===== config.mk =====
export PLATFORM = sky130hd
export DESIGN_NAME = npu_result_writeback
export DESIGN_NICKNAME = d
export VERILOG_FILES = /design/src/rtl/npu_result_writeback.sv
export SDC_FILE = /design/constraint.sdc
export NUM_CORES = 1
export LEC_CHECK = 0
export CAP_MARGIN = 10
export CORE_MARGIN = 2
export CORE_UTILIZATION = 57
export DETAILED_ROUTE_END_ITERATION = 10
export GPL_ROUTABILITY_DRIVEN = 1
export MAX_ROUTING_LAYER = met4
export PLACE_DENSITY_LB_ADDON = 0.3
export SLEW_MARGIN = 20
export SYNTH_ARGS = -nofsm -noshare
export SYNTH_HDL_FRONTEND = slang
export SYNTH_SLANG_ARGS = --single-unit
export TNS_END_PERCENT = 10

===== constraint.sdc =====
create_clock -name clk -period 7.1 [get_ports clk]
set_clock_uncertainty 0.1 [all_clocks]
set_input_delay 1.065 -clock clk [delete_from_list [all_inputs] [get_ports clk]]
set_output_delay 1.065 -clock clk [all_outputs]
set_load 0.02 [all_outputs]

===== src/rtl/npu_result_writeback.sv =====
// NPU result writeback: buffers the NPU result stream in a FIFO and drains it
// into the shared data-memory write port whenever the CPU is not using it.
module npu_result_writeback #(
  parameter int unsigned DATA_W    = 32,
  parameter int unsigned ADDR_W    = 32,
  parameter int unsigned DEPTH     = 16,
  parameter int unsigned MAT_ELEMS = 9,
  parameter int unsigned MEM_BYTES = 1024
) (
  input  logic                      clk,
  input  logic                      rst,
  input  logic                      in_valid,
  input  logic [ADDR_W-1:0]         in_addr,
  input  logic [DATA_W-1:0]         in_data,
  input  logic                      cpu_mem_busy,
  input  logic                      clear,
  output logic                      mem_we,
  output logic [ADDR_W-1:0]         mem_addr,
  output logic [DATA_W-1:0]         mem_wdata,
  output logic                      done,
  output logic [$clog2(DEPTH):0]    level,
  output logic                      overflow,
  output logic                      addr_err
);

  localparam int unsigned IDX_W = $clog2(DEPTH);
  localparam int unsigned PTR_W = IDX_W + 1;
  localparam int unsigned CNT_W = $clog2(MAT_ELEMS + 1);

  typedef enum logic [1:0] {
    IDLE   = 2'd0,
    ACTIVE = 2'd1,
    DONE   = 2'd2
  } state_e;

  state_e              state_q, state_d;
  logic [PTR_W-1:0]    wr_ptr_q, wr_ptr_d;
  logic [PTR_W-1:0]    rd_ptr_q, rd_ptr_d;
  logic [PTR_W-1:0]    level_q, level_d;
  logic [CNT_W-1:0]    cnt_q, cnt_d;
  logic                mem_we_q, mem_we_d;
  logic [ADDR_W-1:0]   mem_addr_q, mem_addr_d;
  logic [DATA_W-1:0]   mem_wdata_q, mem_wdata_d;
  logic                done_q, done_d;
  logic                overflow_q, overflow_d;
  logic                addr_err_q, addr_err_d;

  logic [ADDR_W-1:0]   fifo_addr_q [DEPTH];
  logic [DATA_W-1:0]   fifo_data_q [DEPTH];

  logic                empty_c, full_c, addr_ok_c, pop_c, push_c;
  logic [IDX_W-1:0]    wr_idx_c, rd_idx_c;

  // Acceptance and drain decisions; emptiness uses the pre-edge level so a
  // word is never pushed and popped at the same edge.
  always_comb begin
    empty_c   = (level_q == '0);
    full_c    = (level_q == PTR_W'(DEPTH));
    addr_ok_c = (in_addr[1:0] == 2'b00) && (in_addr < ADDR_W'(MEM_BYTES));
    pop_c     = !empty_c && !cpu_mem_busy && (state_q != DONE);
    push_c    = in_valid && addr_ok_c && (!full_c || pop_c);
    wr_idx_c  = wr_ptr_q[IDX_W-1:0];
    rd_idx_c  = rd_ptr_q[IDX_W-1:0];
  end

  // Pointers, occupancy, memory-port outputs and sticky flags
  always_comb begin
    wr_ptr_d    = wr_ptr_q;
    rd_ptr_d    = rd_ptr_q;
    level_d     = level_q;
    mem_we_d    = pop_c;
    mem_addr_d  = mem_addr_q;
    mem_wdata_d = mem_wdata_q;
    overflow_d  = overflow_q;
    addr_err_d  = addr_err_q;

    if (push_c) begin
      wr_ptr_d = wr_ptr_q + PTR_W'(1);
    end
    if (pop_c) begin
      rd_ptr_d    = rd_ptr_q + PTR_W'(1);
      mem_addr_d  = fifo_addr_q[rd_idx_c];
      mem_wdata_d = fifo_data_q[rd_idx_c];
    end
    case ({push_c, pop_c})
      2'b10:   level_d = level_q + PTR_W'(1);
      2'b01:   level_d = level_q - PTR_W'(1);
      default: level_d = level_q;
    endcase

    if (in_valid && !addr_ok_c) begin
      addr_err_d = 1'b1;
    end
    if (in_valid && addr_ok_c && full_c && !pop_c) begin
      overflow_d = 1'b1;
    end
    if (clear) begin
      overflow_d = 1'b0;
      addr_err_d = 1'b0;
    end
  end

  // Matrix-completion FSM and element counter
  always_comb begin
    state_d = state_q;
    cnt_d   = cnt_q;
    done_d  = 1'b0;

    case (state_q)
      IDLE: begin
        if (push_c) begin
          state_d = ACTIVE;
        end
      end
      ACTIVE: begin
        if (pop_c) begin
          if (cnt_q == CNT_W'(MAT_ELEMS - 1)) begin
            state_d = DONE;
            cnt_d   = '0;
            done_d  = 1'b1;
          end else begin
            cnt_d = cnt_q + CNT_W'(1);
          end
        end
      end
      DONE: begin
        // Uses next-cycle occupancy so a word pushed now is not stranded in IDLE.
        state_d = (level_d != '0) ? ACTIVE : IDLE;
      end
      default: state_d = IDLE;
    endcase

    if (clear) begin
      cnt_d = '0;
    end
  end

  always_ff @(posedge clk or posedge rst) begin
    if (rst) begin
      state_q     <= IDLE;
      wr_ptr_q    <= '0;
      rd_ptr_q    <= '0;
      level_q     <= '0;
      cnt_q       <= '0;
      mem_we_q    <= 1'b0;
      mem_addr_q  <= '0;
      mem_wdata_q <= '0;
      done_q      <= 1'b0;
      overflow_q  <= 1'b0;
      addr_err_q  <= 1'b0;
    end else begin
      state_q     <= state_d;
      wr_ptr_q    <= wr_ptr_d;
      rd_ptr_q    <= rd_ptr_d;
      level_q     <= level_d;
      cnt_q       <= cnt_d;
      mem_we_q    <= mem_we_d;
      mem_addr_q  <= mem_addr_d;
      mem_wdata_q <= mem_wdata_d;
      done_q      <= done_d;
      overflow_q  <= overflow_d;
      addr_err_q  <= addr_err_d;
    end
  end

  // FIFO storage needs no reset; validity is tracked by the pointers.
  always_ff @(posedge clk) begin
    if (push_c) begin
      fifo_addr_q[wr_idx_c] <= in_addr;
      fifo_data_q[wr_idx_c] <= in_data;
    end
  end

  assign mem_we    = mem_we_q;
  assign mem_addr  = mem_addr_q;
  assign mem_wdata = mem_wdata_q;
  assign done      = done_q;
  assign level     = level_q;
  assign overflow  = overflow_q;
  assign addr_err  = addr_err_q;

endmodule

* After elaboration in Yosys (flattened, before gate mapping) *
Memory sizes are Yosys's and may differ from the RTL's. A register that Yosys moved wholly into a read port is not among the register bits.
Cells that the tools add are included.

storage, ports and cells
  register bits = 25
  bits in writable memories = 1024
  input bits = 69
  output and inout bits = 73
  word-level logic and storage cells = 70
  memories kept = 2

cells by class
  add/sub/neg operators = 5
  magnitude comparators = 1
  eq/ne operators = 10
  multiplexer cells = 19
  reductions and logical operators = 24

memory list
  memory       depth  width  rd ports  clocked after Yosys merged registers in  write ports  RTL line  source
  fifo_addr_q  16     32     1         1                                        1            48        logic [ADDR_W-1:0] fifo_addr_q [DEPTH];
  fifo_data_q  16     32     1         1                                        1            49        logic [DATA_W-1:0] fifo_data_q [DEPTH];

operator list
  cell                    number
  $lt A32 B11 Y1 const B  1
  $mux W4                 4
  $add A5 B1 Y5 const B   3
  $mux W1                 10
  $pmux W5 S2             1
  $logic_and A1 B1 Y1     8
  $ne A2 B2 Y1 const B    4
  $reduce_bool A2 Y1      4
  $mux W2                 3
  $pmux W2 S3             1
  $eq A5 B5 Y1 const B    1
  $logic_not A1 Y1        5
  $logic_not A5 Y1        1
  $reduce_bool A5 Y1      1
  $sub A5 B1 Y5 const B   1
  $add A4 B1 Y4 const B   1
  $eq A2 B1 Y1 const B    2
  $eq A2 B2 Y1 const B    2
  $eq A4 B4 Y1 const B    1
  $logic_not A2 Y1        2
  $reduce_and A3 Y1       1
  $reduce_and A2 Y1       1
  $logic_or A1 B1 Y1      1

* Logic depth before layout (Yosys ltp) *
  depth in word-level cells = 11
  mapped depth = 12
  gate-level depth less buffers = 11

* Worst setup path before layout *
No wires, ideal clock.

  path kind = input to register
  from = in in_addr[20]
  to = mem fifo_addr_q[3][0], enable pin
  setup time = 565 ps
  data arrival time = 6574 ps
  required time = 6435 ps
  path slack = -138 ps
  stages = 6
  path buffers = 1
  cells stage by stage = nor4_1 nand4_1 nor3_1 clkbuf_1 nand2_1 nor3_1

on the way
  longest elaborated chain between the ends = 6

RTL lines
  item                              RTL line  source
  start, declared                   13        input logic [ADDR_W-1:0] in_addr,
  $lt A32 B11 Y1                    59        addr_ok_c = (in_addr[1:0] == 2'b00) && (in_addr < ADDR_W'(MEM_BYTES));
  $logic_and A1 B1 Y1               59
  $logic_and A1 B1 Y1 (2 in a row)  61        push_c = in_valid && addr_ok_c && (!full_c || pop_c);
  $mux W1                           168       if (push_c) begin
  $mux W1 (implied by the code)     169       fifo_addr_q[wr_idx_c] <= in_addr;
  end, declared                     48

Every way passes these cells.

* Worst setup path after layout *
  from = in in_addr[30]
  to = mem fifo_data_q[1][3], enable pin

on the way
  longest elaborated chain between the ends = 6

RTL lines
  item                              RTL line  source
  $lt A32 B11 Y1                    59
  $logic_and A1 B1 Y1               59
  $logic_and A1 B1 Y1 (2 in a row)  61
  $mux W1                           168
  $mux W1 (implied by the code)     170       fifo_data_q[wr_idx_c] <= in_data;
  end, declared                     49

Every way passes these cells.

==> run_results.csv <==
group,metric,value,unit
timing,hold_viol_final,0,
pwr,vdd_ir_drop_max,0.419,mV
timing,period_minus_slack,5.09,ns
clocking,clk_latency,0.69,ns
clocking,cts-htree-levels,3,
worst_setup_path,cpLargestDelayFamily,"simple AND/OR/NAND/NOR gates",
timing,fin_setup_tns,0,ns
floorplanning,coreArea,0.0732,mm2
floorplanning,start_util,57.8,%
worst_setup_path,required,7.30,ns
route,num_vias,19000,
layout,final_cell_mix,"edfxtp_1, mux4_2, clkdlybuf4s50_1, clkbuf_16, dfrtp_1",
global_routing,grt_usage,24.3,%
route,drtPass1Iterations,5,
placement,dp_hpwl,47600,um
min_path,hp-start,"mem_addr[7]$_DFFE_PP0P_",
layout,layout-drive-gt1-share,30.8,%
worst_setup_path,end_kind,"flop",
global_routing,grt_pass1_vias,19900,
clocking,cts_inserted_buffers,108,
timing,holdWs,0.405,ns
route,ant_nets,0,
clocking,clock_path_buffers,3,
clocking,clock_sinks,1111,
placement,numPortBuffers,141,
layout,areaGrowthSynthToFinish,15.0,%
timing,setup_slack,2.01,ns
worst_setup_path,r2r_start,"state_q[0]$_DFFE_PP0P_",
worst_setup_path,path_cells,"clkdlybuf4s50_1 > nor4_1 > nand4_1 > nor3_4 > and3_4 > buf_4",
route,drc,0,
clocking,cts_resized,0,
global_routing,grt-ovfl-total,0,
synthesis,synth-seq-cells,1111,
worst_setup_path,cpMaxStageDelayCell,"and3_4",
floorplanning,ios,142,
synthesis,netlist_instances,1719,
worst_setup_path,critPathLaunchType,"input pin",
timing,setup_violations,0,
synthesis,synthesis.area,0.0423,mm2
timing,slew_headroom,23.9,%
job,max_cap_viol_count,0,
route,vias_per_cell,6.37,
global_routing,antenna_found_initial,4,
timing,finalCritPeriodShare,71.7,%
layout,nets,2007,
route,wl_per_cell,29.5,um
clocking,cts_setup_buffers,0,
layout,final_common_cell,"edfxtp_1",
clocking,cts_root_buf,"clkbuf_16",
status,status,"completed",
worst_setup_path,cp.buffers_inverters,2,
clocking,clk_pin_slew_worst_paths,0.06,ns
synthesis,ys_warn_count,0,
clocking,cts_hold_buf,0,
worst_setup_path,crit_start,"in_addr[30]",
synthesis,syn-mean-instance-area,24.6,um2
floorplanning,die_h,276,um
floorplanning,die_w,276,um
min_path,hold_class,"reg -> reg",
pwr,p_per_area,376,mW/mm2
clocking,cts_tree,"built",
layout,num-fill-cells,4371,
floorplanning,rows,99,
worst_setup_path,arrival,5.29,ns
global_routing,grt_first_pass_wirelength,133000,um
route,drt-initial-drc-count,2217,
worst_setup_path,crit_fanout,41,
global_routing,grt_max_degree,180,
floorplanning,die-area,0.0764,mm2
worst_setup_path,critPathMaxStageDelay,0.87,ns
synthesis,synth-seq-area-share,77.8,%
synthesis,syn_nets,1799,
worst_setup_path,criticalPathCategory,"in -> reg",
route,drt_wl_total,88000,um
timing,fmax,0.197,GHz
timing,slew_viol_final,0,
placement,gp_congestion,0.826,
timing,rsz0062_at_grt,"false",
pwr,power_leakage,15.5,nW
placement,post-place-ws,1.07,ns
timing,worst_slew_pin_slew,1.14,ns
synthesis,synth_cell_type_count,43,
cell families (layout without fill, tap and decap cells):
kind of cell | after synthesis | in the layout | share of synthesized area, %
AO/OA/AOI/OAI | 28 | 28 | 0.432
XOR/XNOR | 9 | 9 | 0.186
adder cells (fa/ha/maj) | 11 | 11 | 0.343
buffers and inverters | 95 | 398 | 1.30
flip-flops | 1111 | 1111 | 77.8
multiplexers | 389 | 389 | 18.9
other | 0 | 3 | 0
AND/OR/NAND/NOR | 76 | 76 | 1.03
cell type report:
cell class              count  area (um2)  share of cell area (%)
diodes                      3        7.51                  0.0154
clock buffers             145        3020                    6.22
clock inverters            60         749                    1.54
inverters                  13        51.3                   0.105
multi-input cells         513        8930                    18.4
flip-flops and latches   1111       32900                    67.7
well taps                 959        1200                    2.47
repair buffers            180        1750                    3.59
routing by layer:
metal / up-vias / track usage (%) / routed length [um] / share of wire [%]
met2: 868 / 38.1 / 44000 / 50
met3: 143 / 3.27 / 6140 / 7.0
met1: 10200 / 34.5 / 36000 / 41
li1: 7824 / - / - / -
met5: - / - / 0 / 0
met4: 0 / 6.57 / 1860 / 2.1
worst paths after layout:
path	slack [ns]	depth (start not counted)	end
hold reg to reg	0.41	1	mem_addr[7]$_DFFE_PP0P_
setup / recovery	2.01	6	fifo_data_q[1][3]$_DFFE_PP_
setup reg to reg	3.19	10	level[4]$_DFF_PP0_
max in group asynchronous	4.93	3	rd_ptr_q[1]$_DFFE_PP0P_
hold / removal	0.41	1	mem_addr[7]$_DFFE_PP0P_
min in group asynchronous	0.82	2	mem_wdata[16]$_DFFE_PP0P_
sequential cells by signal, summed over array words and instances (netlist names):
register / cells
addr_err: 1
cnt_q: 4
done: 1
fifo_addr_q: 512
fifo_data_q: 512
level: 5
mem_addr: 32
mem_wdata: 32
mem_we: 1
overflow: 1
rd_ptr_q: 4
state_q: 2
wr_ptr_q: 4
synthesized netlist by cell type, drive strengths merged:
library cell / instances / share of area [%]
nor4bb: 1 / 0.024
mux2i: 3 / 0.071
and4: 1 / 0.021
nand3: 6 / 0.071
inv: 13 / 0.12
o221ai: 2 / 0.041
nand2b: 3 / 0.044
o41ai: 1 / 0.021
or4b: 2 / 0.047
edfxtp: 1024 / 73
a21o: 1 / 0.018
nor4: 7 / 0.12
and2: 4 / 0.059
nor3: 6 / 0.071
o211ai: 2 / 0.035
a211oi: 1 / 0.018
xor2: 2 / 0.041
o21ai: 9 / 0.11
nand2: 8 / 0.071
mux2: 66 / 1.8
xnor2: 7 / 0.14
nor2b: 2 / 0.030
ha: 10 / 0.30
a21oi: 8 / 0.095
dfrtp: 87 / 5.1
buf: 36 / 0.78
or4: 1 / 0.018
o31a: 2 / 0.041
and3: 16 / 0.24
o2111ai: 1 / 0.035
nor2: 12 / 0.11
mux4: 320 / 17
fa: 1 / 0.047
nor4b: 1 / 0.021
clkbuf: 46 / 0.41
o311ai: 1 / 0.021
nand4: 6 / 0.089
report_power, final:
| group | switching [mW] | leakage [nW] | total (mW) | internal [mW] |
|---|---|---|---|---|
| Clock | 2.41 | 1.84 | 5.96 | 3.55 |
| Combinational | 2.07 | 3.43 | 4.60 | 2.53 |
| Sequential | 0.342 | 10.2 | 7.72 | 7.38 |
| Total | 4.82 | 15.5 | 18.3 | 13.5 |
per-stage QoR:
stage	cell area [um2]	instances	power (mW)	utilization (%)
detailed placement	44900	2776	12.5	61.3
global placement	44900	2776	12.5	61.3
CTS	48600	2981	18.5	66.4
finish	48600	2984	18.3	66.5
global route	48600	2984	18.9	66.5
floorplan	42300	1719	11.1	-
(Power assumes the default switching activity.)
